[config.mk]
export PLATFORM = sky130hd
export DESIGN_NAME = pdp_pool1d_lanes
export DESIGN_NICKNAME = d
export VERILOG_FILES = /design/src/rtl/pdp_pool_pkg.sv /design/src/rtl/pdp_pool1d_reduce.sv /design/src/rtl/pdp_pool1d_lanes.sv
export SDC_FILE = /design/constraint.sdc
export NUM_CORES = 1
export LEC_CHECK = 0
export ABC_AREA = 1
export CORE_AREA = 5 5 194 196
export DETAILED_ROUTE_END_ITERATION = 7
export DIE_AREA = 0 0 199 201
export GPL_TIMING_DRIVEN = 0
export PLACE_DENSITY = 0.7
export SETUP_SLACK_MARGIN = 0.02
export SLEW_MARGIN = 40
export SYNTH_ARGS = -nofsm -noshare
export SYNTH_HDL_FRONTEND = slang
export SYNTH_SLANG_ARGS = --single-unit
[constraint.sdc]
create_clock -name autosa_core_clk -period 11.7 [get_ports autosa_core_clk]
set_input_delay 1.755 -clock autosa_core_clk [delete_from_list [all_inputs] [get_ports autosa_core_clk]]
set_output_delay 1.755 -clock autosa_core_clk [all_outputs]
set_load 0.05 [all_outputs]
[src/rtl/pdp_pool_pkg.sv]
// Shared types for the PDP horizontal pooling stage: pool-type encodings,
// FSM states and the output-width derivation.
package pdp_pool_pkg;

    typedef enum logic [1:0] {
        POOL_SUM  = 2'd0,
        POOL_MAX  = 2'd1,
        POOL_MIN  = 2'd2,
        POOL_RSVD = 2'd3
    } pool_type_t;

    typedef enum logic [2:0] {
        ST_IDLE,
        ST_PAD_L,
        ST_DATA,
        ST_PAD_R,
        ST_FLUSH
    } pool_state_t;

    function automatic int ow_of(input int dw, input int kmax);
        return dw + $clog2(kmax);
    endfunction

endpackage

[src/rtl/pdp_pool1d_reduce.sv]
// Combinational single-lane reduction over the newest kernel_w history entries.
// Pad entries count as pad_value in sum mode and are skipped for max/min.
module pdp_pool1d_reduce
    import pdp_pool_pkg::*;
#(
    parameter  int DW   = 8,
    parameter  int KMAX = 8,
    localparam int OW   = ow_of(DW, KMAX),
    localparam int KW   = $clog2(KMAX) + 1
) (
    input  logic [KMAX*DW-1:0] col,
    input  logic [KMAX-1:0]    pad,
    input  logic [KW-1:0]      kernel_w,
    input  logic [1:0]         pool_type,
    input  logic [DW-1:0]      pad_value,
    output logic [OW-1:0]      result
);

    logic signed [OW-1:0] sum;
    logic signed [OW-1:0] best;
    logic signed [OW-1:0] elem;
    logic signed [OW-1:0] pad_ext;
    logic                 any;
    logic                 use_max;
    logic                 use_min;

    assign pad_ext = {{(OW-DW){pad_value[DW-1]}}, pad_value};
    assign use_max = (pool_type == POOL_MAX);
    assign use_min = (pool_type == POOL_MIN);

    // best starts at the pad value so an all-padding window yields it directly
    always_comb begin
        sum  = '0;
        best = pad_ext;
        elem = '0;
        any  = 1'b0;
        for (int unsigned k = 0; k < KMAX; k++) begin
            if (k < 32'(kernel_w)) begin
                elem = pad[k] ? pad_ext
                              : {{(OW-DW){col[k*DW+DW-1]}}, col[k*DW +: DW]};
                sum  = sum + elem;
                if (!pad[k] && (!any || (use_min ? (elem < best) : (elem > best)))) begin
                    best = elem;
                    any  = 1'b1;
                end
            end
        end
        result = (use_max || use_min) ? best : sum;
    end

endmodule

[src/rtl/pdp_pool1d_lanes.sv]
// Multi-lane horizontal pooling engine: pads each line, tracks overlapping
// windows through a column history and emits one reduced beat per window.
module pdp_pool1d_lanes
    import pdp_pool_pkg::*;
#(
    parameter  int LANES = 1,
    parameter  int DW    = 8,
    parameter  int KMAX  = 8,
    parameter  int WW    = 13,
    localparam int OW    = ow_of(DW, KMAX),
    localparam int KW    = $clog2(KMAX) + 1
) (
    input  logic                  autosa_core_clk,
    input  logic                  autosa_core_rstn,
    input  logic                  op_start,
    input  logic [1:0]            cfg_pool_type,
    input  logic [KW-1:0]         cfg_kernel_w,
    input  logic [3:0]            cfg_stride_w,
    input  logic [2:0]            cfg_pad_left,
    input  logic [2:0]            cfg_pad_right,
    input  logic [DW-1:0]         cfg_pad_value,
    input  logic [WW-1:0]         cfg_in_width,
    input  logic [WW-1:0]         cfg_lines,
    input  logic [LANES*DW-1:0]   in_pd,
    input  logic                  in_pvld,
    output logic                  in_prdy,
    output logic [LANES*OW-1:0]   out_pd,
    output logic                  out_last,
    output logic                  out_pvld,
    input  logic                  out_prdy,
    output logic                  busy,
    output logic                  done
);

    localparam int CW = WW + 2;
    localparam int BW = LANES * DW;

    pool_state_t state;

    logic [1:0]    pool_type;
    logic [KW-1:0] kernel_w;
    logic [3:0]    stride_w;
    logic [2:0]    pad_left;
    logic [2:0]    pad_right;
    logic [DW-1:0] pad_value;
    logic [WW-1:0] in_width;
    logic [WW-1:0] lines;
    logic [CW-1:0] pw_m1;
    logic          legal;

    // History holds the KMAX-1 previous columns; the current column completes the window
    logic [KMAX-2:0][BW-1:0] hist_d;
    logic [KMAX-2:0]         hist_p;
    logic [KMAX-1:0][BW-1:0] win_d;
    logic [KMAX-1:0]         win_p;

    logic [CW-1:0] vcol;
    logic [CW-1:0] next_end;
    logic [WW-1:0] col_cnt;
    logic [WW-1:0] line_cnt;
    logic [2:0]    pad_cnt;

    logic          can_out;
    logic          adv;
    logic          hit;
    logic [CW-1:0] start_pw_m1;
    logic          start_legal;
    logic [LANES*OW-1:0] red_pd;

    assign can_out = !out_pvld || out_prdy;
    assign in_prdy = (state == ST_DATA) && can_out;
    assign adv     = can_out && ((state == ST_PAD_L) || (state == ST_PAD_R) ||
                                 ((state == ST_DATA) && in_pvld));
    assign hit     = legal && (vcol == next_end);

    assign start_pw_m1 = CW'(cfg_pad_left) + CW'(cfg_in_width) + CW'(cfg_pad_right);
    assign start_legal = (cfg_kernel_w != '0) && (cfg_stride_w != '0) &&
                         (cfg_kernel_w <= KW'(KMAX)) &&
                         (CW'(cfg_kernel_w) <= start_pw_m1 + CW'(1));

    always_comb begin
        win_d    = '0;
        win_p    = '0;
        win_d[0] = in_pd;
        win_p[0] = (state != ST_DATA);
        for (int unsigned k = 1; k < KMAX; k++) begin
            win_d[k] = hist_d[k-1];
            win_p[k] = hist_p[k-1];
        end
    end

    for (genvar l = 0; l < LANES; l++) begin : g_lane
        logic [KMAX*DW-1:0] col;
        always_comb begin
            col = '0;
            for (int unsigned k = 0; k < KMAX; k++) begin
                col[k*DW +: DW] = win_d[k][l*DW +: DW];
            end
        end
        pdp_pool1d_reduce #(
            .DW   (DW),
            .KMAX (KMAX)
        ) u_reduce (
            .col       (col),
            .pad       (win_p),
            .kernel_w  (kernel_w),
            .pool_type (pool_type),
            .pad_value (pad_value),
            .result    (red_pd[l*OW +: OW])
        );
    end

    always_ff @(posedge autosa_core_clk or negedge autosa_core_rstn) begin
        if (!autosa_core_rstn) begin
            state     <= ST_IDLE;
            pool_type <= '0;
            kernel_w  <= '0;
            stride_w  <= '0;
            pad_left  <= '0;
            pad_right <= '0;
            pad_value <= '0;
            in_width  <= '0;
            lines     <= '0;
            pw_m1     <= '0;
            legal     <= 1'b0;
            hist_d    <= '0;
            hist_p    <= '1;
            vcol      <= '0;
            next_end  <= '0;
            col_cnt   <= '0;
            line_cnt  <= '0;
            pad_cnt   <= '0;
            out_pd    <= '0;
            out_last  <= 1'b0;
            out_pvld  <= 1'b0;
            busy      <= 1'b0;
            done      <= 1'b0;
        end else begin
            done <= 1'b0;
            if (out_pvld && out_prdy) out_pvld <= 1'b0;

            case (state)
                ST_IDLE: begin
                    if (op_start) begin
                        pool_type <= cfg_pool_type;
                        kernel_w  <= cfg_kernel_w;
                        stride_w  <= cfg_stride_w;
                        pad_left  <= cfg_pad_left;
                        pad_right <= cfg_pad_right;
                        pad_value <= cfg_pad_value;
                        in_width  <= cfg_in_width;
                        lines     <= cfg_lines;
                        pw_m1     <= start_pw_m1;
                        legal     <= start_legal;
                        line_cnt  <= '0;
                        hist_d    <= '0;
                        hist_p    <= '1;
                        vcol      <= '0;
                        next_end  <= CW'(cfg_kernel_w) - CW'(1);
                        col_cnt   <= '0;
                        pad_cnt   <= '0;
                        busy      <= 1'b1;
                        state     <= (cfg_pad_left != '0) ? ST_PAD_L : ST_DATA;
                    end
                end

                ST_PAD_L, ST_DATA, ST_PAD_R: begin
                    if (adv) begin
                        hist_d <= win_d[KMAX-2:0];
                        hist_p <= win_p[KMAX-2:0];
                        vcol   <= vcol + CW'(1);
                        if (hit) begin
                            out_pd   <= red_pd;
                            out_pvld <= 1'b1;
                            out_last <= (next_end + CW'(stride_w)) > pw_m1;
                            next_end <= next_end + CW'(stride_w);
                        end
                        if (state == ST_PAD_L) begin
                            if ({1'b0, pad_cnt} + 4'd1 == {1'b0, pad_left}) begin
                                pad_cnt <= '0;
                                state   <= ST_DATA;
                            end else begin
                                pad_cnt <= pad_cnt + 3'd1;
                            end
                        end else if (state == ST_DATA) begin
                            if (col_cnt == in_width) begin
                                col_cnt <= '0;
                                state   <= (pad_right != '0) ? ST_PAD_R : ST_FLUSH;
                            end else begin
                                col_cnt <= col_cnt + WW'(1);
                            end
                        end else begin
                            if ({1'b0, pad_cnt} + 4'd1 == {1'b0, pad_right}) begin
                                pad_cnt <= '0;
                                state   <= ST_FLUSH;
                            end else begin
                                pad_cnt <= pad_cnt + 3'd1;
                            end
                        end
                    end
                end

                ST_FLUSH: begin
                    if (can_out) begin
                        if (line_cnt == lines) begin
                            busy  <= 1'b0;
                            done  <= 1'b1;
                            state <= ST_IDLE;
                        end else begin
                            line_cnt <= line_cnt + WW'(1);
                            hist_d   <= '0;
                            hist_p   <= '1;
                            vcol     <= '0;
                            next_end <= CW'(kernel_w) - CW'(1);
                            state    <= (pad_left != '0) ? ST_PAD_L : ST_DATA;
                        end
                    end
                end

                default: state <= ST_IDLE;
            endcase
        end
    end

endmodule

Yosys cells after proc, flatten, opt, wreduce, memory -nomap -nowiden
Cells that the tools add are included.
{"block": "totals", "regBits": 206, "input_bits": 63, "output_inout_bits": 16, "wordCells": 271}
{"block": "op_classes", "add_sub_neg": 18, "n_lt_le_gt_ge": 25, "n_eq_ne": 24, "n_mux": 115, "n_reduce_logical": 60}
{"operator": "$mux W11", "n": 33}
{"operator": "$mux W56", "n": 4}
{"operator": "$pmux W56 S3", "n": 1}
{"operator": "$mux W15", "n": 9}
{"operator": "$mux W13", "n": 7}
{"operator": "$pmux W15 S3", "n": 2}
{"operator": "$add A11 B11 Y11", "n": 7}
{"operator": "$gt A11 B11 Y1", "n": 7}
{"operator": "$lt A11 B11 Y1", "n": 7}
{"operator": "$pmux W13 S2", "n": 2}
{"operator": "$mux W3", "n": 15}
{"operator": "$mux W1", "n": 31}
{"operator": "$add A15 B1 Y15 const B", "n": 2}
{"operator": "$mux W7", "n": 4}
{"operator": "$add A13 B1 Y13 const B", "n": 2}
{"operator": "$eq A13 B13 Y1", "n": 2}
{"operator": "$pmux W7 S3", "n": 1}
{"operator": "$lt A3 B4 Y1 const A", "n": 4}
{"operator": "$ne A2 B2 Y1 const B", "n": 8}
{"operator": "$add A14 B3 Y15", "n": 1}
{"operator": "$add A15 B4 Y15", "n": 1}
{"operator": "$eq A15 B15 Y1", "n": 1}
{"operator": "$gt A15 B15 Y1", "n": 1}
{"operator": "$le A4 B15 Y1", "n": 1}
{"operator": "other kinds (33)", "n": 89}

Logic depth before layout (Yosys ltp)
Gate-level depths: netlist of run 1.
{"block": "logic_depth", "ltp_word": 47, "mapped_depth": 103, "mapped_depth_nobuf": 102}

By module
From an unflattened synthesis of run 1, not the netlist that was laid out.
{"block": "unflattened", "hier_cells": 2778, "area_unflattened_um2": 18775.5}
{"mod": "pdp_pool1d_lanes", "instances": 1, "cells_each": 1445, "area_per_inst_um2": 11432.2, "seq_area_each_um2": 5138.7}
{"mod": "pdp_pool1d_reduce", "instances": 1, "cells_each": 1333, "area_per_inst_um2": 7343.3, "seq_area_each_um2": 0.0}

Worst setup path before layout of run 1
OpenSTA, ideal clock, no wires.
{"block": "synth_timing", "path_kind": "input to register", "from": "input in_pd[2]", "to": "register out_pd[6]", "setup_ns": 0.123, "t_arrival_ns": 12.382, "t_required_ns": 11.577, "setup_slack_ns": -0.805, "path_stages": 93, "n_path_buf": 1, "cell_sequence": "nor2_1 a211oi_2 a21oi_1 ha_1 a21oi_1 o21ai_0 nand2_1 nand2_1 nand2_1 nand2_1 nand2_1 nand2_1 nand2_1 nand2_1 nand3_2 nand2_4 nand2_1 nand2_1 (+57 left out) nand3_4 clkinv_2 nand2_1 and2_1 ha_1 a21oi_1 o21ai_0 a221oi_1 o2111ai_1 o21ai_0 nand2_1 o211ai_2 nand2_2 buf_2 o21ai_0 inv_1 nand2_1 a21oi_1"}
{"block": "synth_between", "elab_chain_len": 46, "elab_cells_between_ends": 86, "cone_classes": "7 x add/sub; 14 x order compare; 45 x mux; 20 x reduce/logical"}
{"element": "start, declared", "line_no": "pdp_pool1d_lanes.sv:24", "rtl": "input logic [LANES*DW-1:0] in_pd,"}
{"element": "$mux W11 (*)", "line_no": "pdp_pool1d_reduce.sv:39", "rtl": "elem = pad[k] ? pad_ext"}
{"element": "$mux W11", "line_no": "pdp_pool1d_reduce.sv:42", "rtl": "if (!pad[k] && (!any || (use_min ? (elem < best) : (elem > best)))) begin"}
{"element": "$mux W11", "line_no": "pdp_pool1d_reduce.sv:38", "rtl": "if (k < 32'(kernel_w)) begin"}
{"element": "$gt A11 B11 Y1 or $lt A11 B11 Y1 (tied branches)", "line_no": "pdp_pool1d_reduce.sv:42"}
{"element": "$mux W1", "line_no": "pdp_pool1d_reduce.sv:42"}
{"element": "$logic_or A1 B1 Y1", "line_no": "pdp_pool1d_reduce.sv:42"}
{"element": "$logic_and A1 B1 Y1", "line_no": "pdp_pool1d_reduce.sv:42"}
{"element": "$mux W11", "line_no": "pdp_pool1d_reduce.sv:42"}
{"element": "(+30 left out)"}
{"element": "$mux W11", "line_no": "pdp_pool1d_reduce.sv:38"}
{"element": "$gt A11 B11 Y1 or $lt A11 B11 Y1 (tied branches)", "line_no": "pdp_pool1d_reduce.sv:42"}
{"element": "$mux W1", "line_no": "pdp_pool1d_reduce.sv:42"}
{"element": "$logic_or A1 B1 Y1", "line_no": "pdp_pool1d_reduce.sv:42"}
{"element": "$logic_and A1 B1 Y1", "line_no": "pdp_pool1d_reduce.sv:42"}
{"element": "$mux W11", "line_no": "pdp_pool1d_reduce.sv:42"}
{"element": "$mux W11", "line_no": "pdp_pool1d_reduce.sv:38"}
{"element": "$mux W11 (*)", "line_no": "pdp_pool1d_reduce.sv:48", "rtl": "result = (use_max || use_min) ? best : sum;"}
{"element": "end signal, assigned", "line_no": "pdp_pool1d_lanes.sv:173", "rtl": "out_pd <= red_pd;"}
{"element": "end, declared", "line_no": "pdp_pool1d_lanes.sv:27", "rtl": "output logic [LANES*OW-1:0] out_pd,"}
Mark *: on every way between the ends. The rest lies on a longest branch, timed or not.
A chain may end at the register's enable or synchronous reset.

Worst setup path after layout of run 1
{"block": "layout_timing", "from": "input in_pd[6]", "to": "register out_pd[5]"}
{"block": "layout_between", "elab_chain_len": 46, "elab_cells_between_ends": 71, "cone_classes": "14 x order compare; 37 x mux; 20 x reduce/logical"}
{"element": "$mux W11 (*)", "line_no": "pdp_pool1d_reduce.sv:39"}
{"element": "$mux W11 (*)", "line_no": "pdp_pool1d_reduce.sv:42"}
{"element": "$mux W11 (*)", "line_no": "pdp_pool1d_reduce.sv:38"}
{"element": "$gt A11 B11 Y1 or $lt A11 B11 Y1 (tied branches)", "line_no": "pdp_pool1d_reduce.sv:42"}
{"element": "$mux W1", "line_no": "pdp_pool1d_reduce.sv:42"}
{"element": "$logic_or A1 B1 Y1", "line_no": "pdp_pool1d_reduce.sv:42"}
{"element": "$logic_and A1 B1 Y1", "line_no": "pdp_pool1d_reduce.sv:42"}
{"element": "$mux W11", "line_no": "pdp_pool1d_reduce.sv:42"}
{"element": "(+30 left out)"}
{"element": "$mux W11", "line_no": "pdp_pool1d_reduce.sv:38"}
{"element": "$gt A11 B11 Y1 or $lt A11 B11 Y1 (tied branches)", "line_no": "pdp_pool1d_reduce.sv:42"}
{"element": "$mux W1", "line_no": "pdp_pool1d_reduce.sv:42"}
{"element": "$logic_or A1 B1 Y1", "line_no": "pdp_pool1d_reduce.sv:42"}
{"element": "$logic_and A1 B1 Y1", "line_no": "pdp_pool1d_reduce.sv:42"}
{"element": "$mux W11", "line_no": "pdp_pool1d_reduce.sv:42"}
{"element": "$mux W11 (*)", "line_no": "pdp_pool1d_reduce.sv:38"}
{"element": "$mux W11 (*)", "line_no": "pdp_pool1d_reduce.sv:48"}
Marked as above.

==> results of run 1 <==
[what timing repair did]
item,CTS,global route
setup endpoints to repair,11,11
setup buffers,70,16
gates cloned,1,0
pin swaps,73,60
gates resized for setup,192,82
[final cells by class]
type | instances | area [µm²]
fillers | 3246 | 14000
plain buffers | 63 | 279
multi-input cells | 1849 | 11900
inverters | 427 | 1650
repair buffers | 166 | 1510
well taps | 468 | 586
flip-flops and latches | 205 | 5140
clock inverters | 7 | 95.1
clock buffers | 34 | 688
[worst max-delay path: cells and delay by family]
kind	cells	cell delay (ns)
compound gates	31	4.05
fa+ha+maj	7	1.65
buf+inv	10	1.07
simple gates	41	4.67
[cell usage after synthesis (4+ instances only)]
cell | number | area [µm²]
a211oi_1 | 5 | 37.5
a21o_1 | 6 | 45.0
a21oi_1 | 131 | 656
a22oi_1 | 20 | 150
a31oi_1 | 14 | 87.6
and2_1 | 10 | 62.6
buf_1 | 5 | 18.8
buf_2 | 9 | 45.0
clkbuf_1 | 45 | 169
dfrtp_1 | 198 | 4950
dfstp_2 | 7 | 184
fa_1 | 12 | 240
ha_1 | 158 | 1980
inv_1 | 417 | 1570
inv_2 | 8 | 30.0
nand2_1 | 645 | 2420
nand2_2 | 7 | 43.8
nand3_1 | 136 | 681
nand3b_1 | 6 | 45.0
nand4_1 | 13 | 81.3
nor2_1 | 156 | 586
nor2_2 | 6 | 37.5
nor3_1 | 41 | 205
nor3_2 | 4 | 40.0
nor4_1 | 11 | 68.8
o2111ai_1 | 9 | 78.8
o211ai_1 | 5 | 37.5
o21a_1 | 6 | 45.0
o21ai_0 | 224 | 1120
o21ai_1 | 8 | 40.0
o21ai_2 | 9 | 78.8
o22ai_1 | 56 | 350
o31ai_1 | 6 | 45.0
or2_2 | 22 | 138
xnor2_1 | 32 | 280
xor2_1 | 40 | 350
[state kept, by name, indices dropped and copies added, names as in the netlist, 2 cells and up]
signal      flops
g_lane.col     56
next_end       15
vcol           15
pw_m1          14
col_cnt        13
in_width       13
line_cnt       13
lines          13
out_pd         11
pad_value       8
hist_p          7
kernel_w        4
stride_w        4
pad_cnt         3
pad_left        3
pad_right       3
state           3
pool_type       2
[cell usage in the layout (no fill, tap or decap), types with 7 or more instances in the layout]
master and n:
nor4_1 8, ha_1 127, nor2_1 150, o22ai_1 56, a22oi_1 20, dfstp_2 7, inv_1 400, xnor2_1 32
dfrtp_1 197, fa_1 12, o21ai_0 199, a31oi_1 14, or2_2 22, clkbuf_1 48, nand4_1 13, buf_6 12
nand2_1 584, xor2_1 40, inv_2 19, o21ai_2 22, nand2_4 35, nand3_2 20, o21ai_1 20, buf_2 8
clkbuf_16 24, nor3_1 39, a21oi_2 19, nand3_1 99, nand2_2 34, o2111ai_1 8, ha_4 29, nand3_4 22
clkdlybuf4s50_1 71, a21oi_1 111, buf_4 80, nor2_2 9
[routing by layer]
metal  GRT usage (%)  vias to the layer above
met3            3.00                      135
met4            9.75                        0
met5               0                        -
met1            34.4                     8531
li1                -                     8737
met2            47.9                      526
[stage by stage]
| step | hold WS, ns | cells | area, µm² | TNS [ns] | setup WS [ns] |
|---|---|---|---|---|---|
| after floorplan | 0.448 | 2544 | 17800 | -2.42 | -0.278 |
| after global placement | 0.472 | 3090 | 19100 | -25.04 | -2.34 |
| after detailed placement | 0.482 | 3092 | 19200 | -27.36 | -2.56 |
| after CTS | 0.492 | 3204 | 21400 | -6.78 | -0.665 |
| after global routing | 0.508 | 3219 | 21900 | -18.46 | -1.75 |
| final | 0.490 | 3219 | 21900 | -11.85 | -1.13 |
[worst max path at each step]
stage | start | end | slack [ns] | cells after the start
floorplan | in_pd[2] | out_pd[6] | -0.28 | 90
global placement | in_pd[2] | out_pd[5] | -2.34 | 95
detailed placement | in_pd[2] | out_pd[5] | -2.56 | 96
CTS | in_pd[2] | out_pd[5] | -0.66 | 92
global route | hist_p[0] | out_pd[5] | -1.75 | 96
finish | in_pd[6] | out_pd[5] | -1.13 | 89
[cells by family (layout without fill, tap and decap cells)]
| kind of cell | Yosys count | count (layout) | share of synthesized area (%) |
|---|---|---|---|
| XOR/XNOR | 72 | 72 | 3.59 |
| adder cells (fa/ha/maj) | 170 | 170 | 12.6 |
| AO/OA/AOI/OAI | 533 | 533 | 17.8 |
| flip-flops | 205 | 205 | 29.2 |
| buffers and inverters | 490 | 697 | 10.7 |
| AND/OR/NAND/NOR | 1074 | 1074 | 26.2 |
==> metrics.md, run 1 <==
| Metric | Value |
|---|---|
| CTS Buf Count | 24 |
| Dpl hpwl | 43100 µm |
| WS Path Type | input pin to register |
| DRT antenna net count | 0 |
| Routed met2 length | 27800 µm |
| Pin count of the biggest net entering global routing | 75 |
| FF+latch count, synth | 205 |
| Cell row count | 70 |
| R2r setup slk | -1.03 ns |
| Max clock buf depth | 3 |
| Core Area | 0.0359 mm² |
| Hold depth | 1 |
| RSZ-0062 raised after global routing | yes |
| TritonCTS clock tree | built |
| Post-synth ARST share | 100% |
| First-pass GRT wire length | 88500 µm |
| Syn nets | 2777 |
| WL final | 56600 µm |
| Layout Skew | 0.0270 ns |
| Residual DRC | 0 |
| Port bufs | 78 |
| Fin crit period | 12.83 ns |
| Crit path max fanout | 8 |
| Met1 WL | 23600 µm |
| Grt ovf | 0 |
| Highest Signal Layer | met4 |
| End of the worst hold path | line_cnt[12] |
| Yosys cell types | 69 |
| Met3 wire length | 2880 µm |
| Vias in the first global route | 17758 |
| Max Cap Viol | 0 |
| Violated checks | setup timing |
| Hold Buf Count CTS | 0 |
| Area of the die | 0.0400 mm² |
| CP dominant cell by count | nand2_1 |
| Sequential element share of the synthesized area | 29.2% |
| Reg2Reg Depth | 94 |
| Hold/Removal Path Class | register to register |
| Routed len/inst | 17.6 µm |
| Final Wtd Congestion | 0.957 |
| H-tree Lvls | 1 |
| Synthesized area per cell | 6.91 µm² |
| Worst flop-to-flop path endpoint | out_pd[5] |
| Setup violators final | 11 |
| CP startpoint kind | input pin |
| Layout cells sized above 1 | 15.8% |
| N_diodes | 0 |
| Status | finished with violations |
| I/O pin count | 79 |
| Final Util | 60.9% |
| Mapped Area | 0.0176 mm² |
| Clk slew on worst S/H paths | 0.06 ns |
| R2r startpoint | kernel_w[1] |
| Fin. max-slew vios | 0 |
| Hold_sp | line_cnt[12] |
| Setup slack after layout | -1.13 ns |
| Tcrit/Tclk final | 110% |
| P&R area growth vs syn | 24.3% |
| Least-Margin Pin Slew | 1.06 ns |
| Worst EP required | 12.11 ns |
| Antenna violations before repair | 0 |
| Vias per cell | 5.57 |
| Die width | 199 µm |
| Cell count after synthesis | 2544 |
| Vias | 17929 |
| CP Capture Type | register |
| Ys flop type | dfrtp_1 |
| Clock root buffer | clkbuf_16 |
| Crit-path max cell delay | 0.37 ns |
| Rel. slew slack | 28.4% |
| Die Y | 201 µm |
| Skew-Pair Late Insertion Delay | 0.54 ns |
| Hold Fails Final Rpt | 0 |
| Yosys warns | 0 |
| Total track usage | 27.2% |
| Highest clock rate | 77.9 MHz |
| Initial Util | 49.0% |
| Pre-antenna DRT Iters | 5 |
| Worst Path Arrival | 13.24 ns |
| CP max-delay cell | or3_4 |
| DR iter-0 viols | 1213 |
| Post-synth EDFFs | 0 |
| CTS Sinks | 205 |
| Final nets | 2969 |
Power of run 1 is not shown: default switching activity piles up to over one toggle a cycle in this logic, so the estimate is an artifact.
==> run 2: changes to the inputs <==
CORE_AREA = 2 2 220 168   (was 5 5 194 196)
DIE_AREA = 0 0 222 170   (was 0 0 199 201)
GPL_ROUTABILITY_DRIVEN = 0   (was default)
==> metrics.md, run 2 (synthesized netlist as in run 1, its figures left out) <==
| Metric | Value |
|---|---|
| N_diodes | 0 (unchanged) |
| Largest register FFs | 56 (unchanged) |
| Final nets | 2980 (was 2969) |
| Worst EP required | 12.10 ns (was 12.11 ns) |
| Fin. max-slew vios | 0 (unchanged) |
| P&R area growth vs syn | 23.6% (was 24.3%) |
| Pre-antenna DRT Iters | 6 (was 5) |
| Total track usage | 30.4% (was 27.2%) |
| End of the worst hold path | pw_m1[10] (was line_cnt[12]) |
| Global routing usage on met1 | 43.1% (was 34.4%) |
| Die width | 222 µm (was 199 µm) |
| Rel. slew slack | 36.0% (was 28.4%) |
| Layout Skew | 0.0211 ns (was 0.0270 ns) |
| Hold Buf Count CTS | 0 (unchanged) |
| CP startpoint kind | input pin (unchanged) |
| Core Area | 0.0355 mm² (was 0.0359 mm²) |
| First-pass GRT wire length | 92300 µm (was 88500 µm) |
| Cell row count | 60 (was 70) |
| WS Path Type | input pin to register (unchanged) |
| Grt ovf | 0 (unchanged) |
| Violated checks | setup timing (unchanged) |
| CTS Buf Count | 23 (was 24) |
| Highest clock rate | 76.2 MHz (was 77.9 MHz) |
| Final Util | 61.2% (was 60.9%) |
| CP Capture Type | register (unchanged) |
| RSZ-0062 raised after global routing | yes (unchanged) |
| TritonCTS clock tree | built (unchanged) |
| Clock root buffer | clkbuf_16 (unchanged) |
| Met3 Use GR | 6.04% (was 3.00%) |
| Layer with the highest usage | met2 (unchanged) |
| Fin crit period | 13.12 ns (was 12.83 ns) |
| Leading cell type in the layout, fill and taps excluded | nand2_1 (unchanged) |
| R2r startpoint | kernel_w[0] (was kernel_w[1]) |
| Dpl hpwl | 43900 µm (was 43100 µm) |
| Reg2Reg Depth | 96 (was 94) |
| Vias in the first global route | 17722 (was 17758) |
| Pin count of the biggest net entering global routing | 71 (was 75) |
| Port bufs | 78 (unchanged) |
| Area of the die | 0.0377 mm² (was 0.0400 mm²) |
| Tcrit/Tclk final | 112% (was 110%) |
| CP max-delay cell | or3_4 (unchanged) |
| DR iter-0 viols | 2124 (was 1213) |
| Die Y | 170 µm (was 201 µm) |
| I/O pin count | 79 (unchanged) |
| Worst flop-to-flop path endpoint | out_pd[6] (was out_pd[5]) |
| Layout cells sized above 1 | 15.1% (was 15.8%) |
| Crit path max fanout | 8 (unchanged) |
| Most frequent cells in the layout | nand2_1 (594), inv_1 (404), o21ai_0 (199) (was nand2_1 (584), inv_1 (400), o21ai_0 (199)) |
| Max Cap Viol | 0 (unchanged) |
| Layout fillers | 3124 (was 3246) |
| Routed len/inst | 18.2 µm (was 17.6 µm) |
| Least-Margin Pin Slew | 0.957 ns (was 1.06 ns) |
| Largest delay share family, worst path | simple AND/OR/NAND/NOR gates (unchanged) |
| DRT antenna net count | 0 (unchanged) |
| Hold depth | 2 (was 1) |
| Initial Util | 49.5% (was 49.0%) |
| Setup TNS | -15.07 ns (was -11.85 ns) |
| Setup slack after layout | -1.42 ns (was -1.13 ns) |
| CP dominant cell by count | nand2_1 (unchanged) |
| GRT met2 Usage | 45.9% (was 47.9%) |
| H-tree Lvls | 1 (unchanged) |
| Hold Fails Final Rpt | 0 (unchanged) |
| Worst Path Buf+Inv | 11 (was 10) |
| Crit path from | in_pd[1] (was in_pd[6]) |
| Hold_sp | pw_m1[10] (was line_cnt[12]) |
| Max clock buf depth | 3 (unchanged) |
| Residual DRC | 0 (unchanged) |
| Hold/Removal Path Class | register to register (unchanged) |
| Antenna violations before repair | 0 (unchanged) |
| Status | finished with violations (unchanged) |
| WL final | 58600 µm (was 56600 µm) |
| Vias per cell | 5.72 (was 5.57) |
| Skew-Pair Late Insertion Delay | 0.53 ns (was 0.54 ns) |
| Crit-path max cell delay | 0.37 ns (about the same) |
| CTS Sinks | 205 (unchanged) |
| Worst Path Arrival | 13.53 ns (was 13.24 ns) |
| Vias | 18483 (was 17929) |
| R2r setup slk | -1.33 ns (was -1.03 ns) |
| Clk slew on worst S/H paths | 0.06 ns (about the same) |
| Setup violators final | 11 (unchanged) |
[run 2: changes by cell type in the layout (fill, tap and decap cells not counted), sizes merged]
| cell | previous run | this run |
|---|---|---|
| nand2 | 655 | 656 |
| clkinv | 7 | 10 |
| clkbuf | 81 | 76 |
| buf | 109 | 121 |
| inv | 425 | 427 |
[run 2: worst max-delay path by stage]
stage / to / cells after the start
floorplan: out_pd[6] / 90
global placement: out_pd[6] / 91
detailed placement: out_pd[6] / 91
CTS: out_pd[5] / 99
global route: out_pd[6] / 98
finish: out_pd[6] / 95
[run 2: metrics by stage]
stage | cells | instance area (µm²) | worst slack (ns) | hold slack (ns)
6_report | 3229 | 21700 | -1.42 | 0.495
5_1_grt | 3229 | 21700 | -1.99 | 0.520
4_1_cts | 3211 | 21200 | -0.757 | 0.497
3_5_place_dp | 3089 | 19200 | -2.55 | 0.481
3_3_place_gp | 3087 | 19100 | -2.22 | 0.473
2_1_floorplan | 2544 | 17800 | -0.278 | 0.448
[run 2: layer usage]
layer	up-vias	wire length (µm)	part of all wire [%]
li1	8753	-	-
met1	8620	26100	45
met2	930	24100	41
met3	180	5890	10
met4	0	2470	4.2
met5	-	0	0
[run 2: what timing repair did]
action	CTS	global route
cloned	2	0
setup buffers	78	18
pin swaps	80	54
resized for setup	160	74
endpoints found under the setup margin	11	11
[run 2: cell type report]
| type | count | area [µm²] | share of cell area [%] |
|---|---|---|---|
| Clock inverter | 12 | 98.8 | 0.455 |
| Clock buffer | 30 | 652 | 3.00 |
| Buffer | 63 | 280 | 1.29 |
| Inverter | 427 | 1640 | 7.52 |
| Multi-Input combinational cell | 1850 | 11800 | 54.1 |
| Timing Repair Buffer | 177 | 1590 | 7.30 |
| Sequential cell | 205 | 5140 | 23.6 |
| Tap cell | 465 | 582 | 2.68 |
[run 2: worst min-delay path, cell delays in order (launching register included)]
cell and delay [ns]:
dfrtp_1 0.34, nand2_1 0.05, o21ai_0 0.06
Power of run 2 is left out for the same reason.
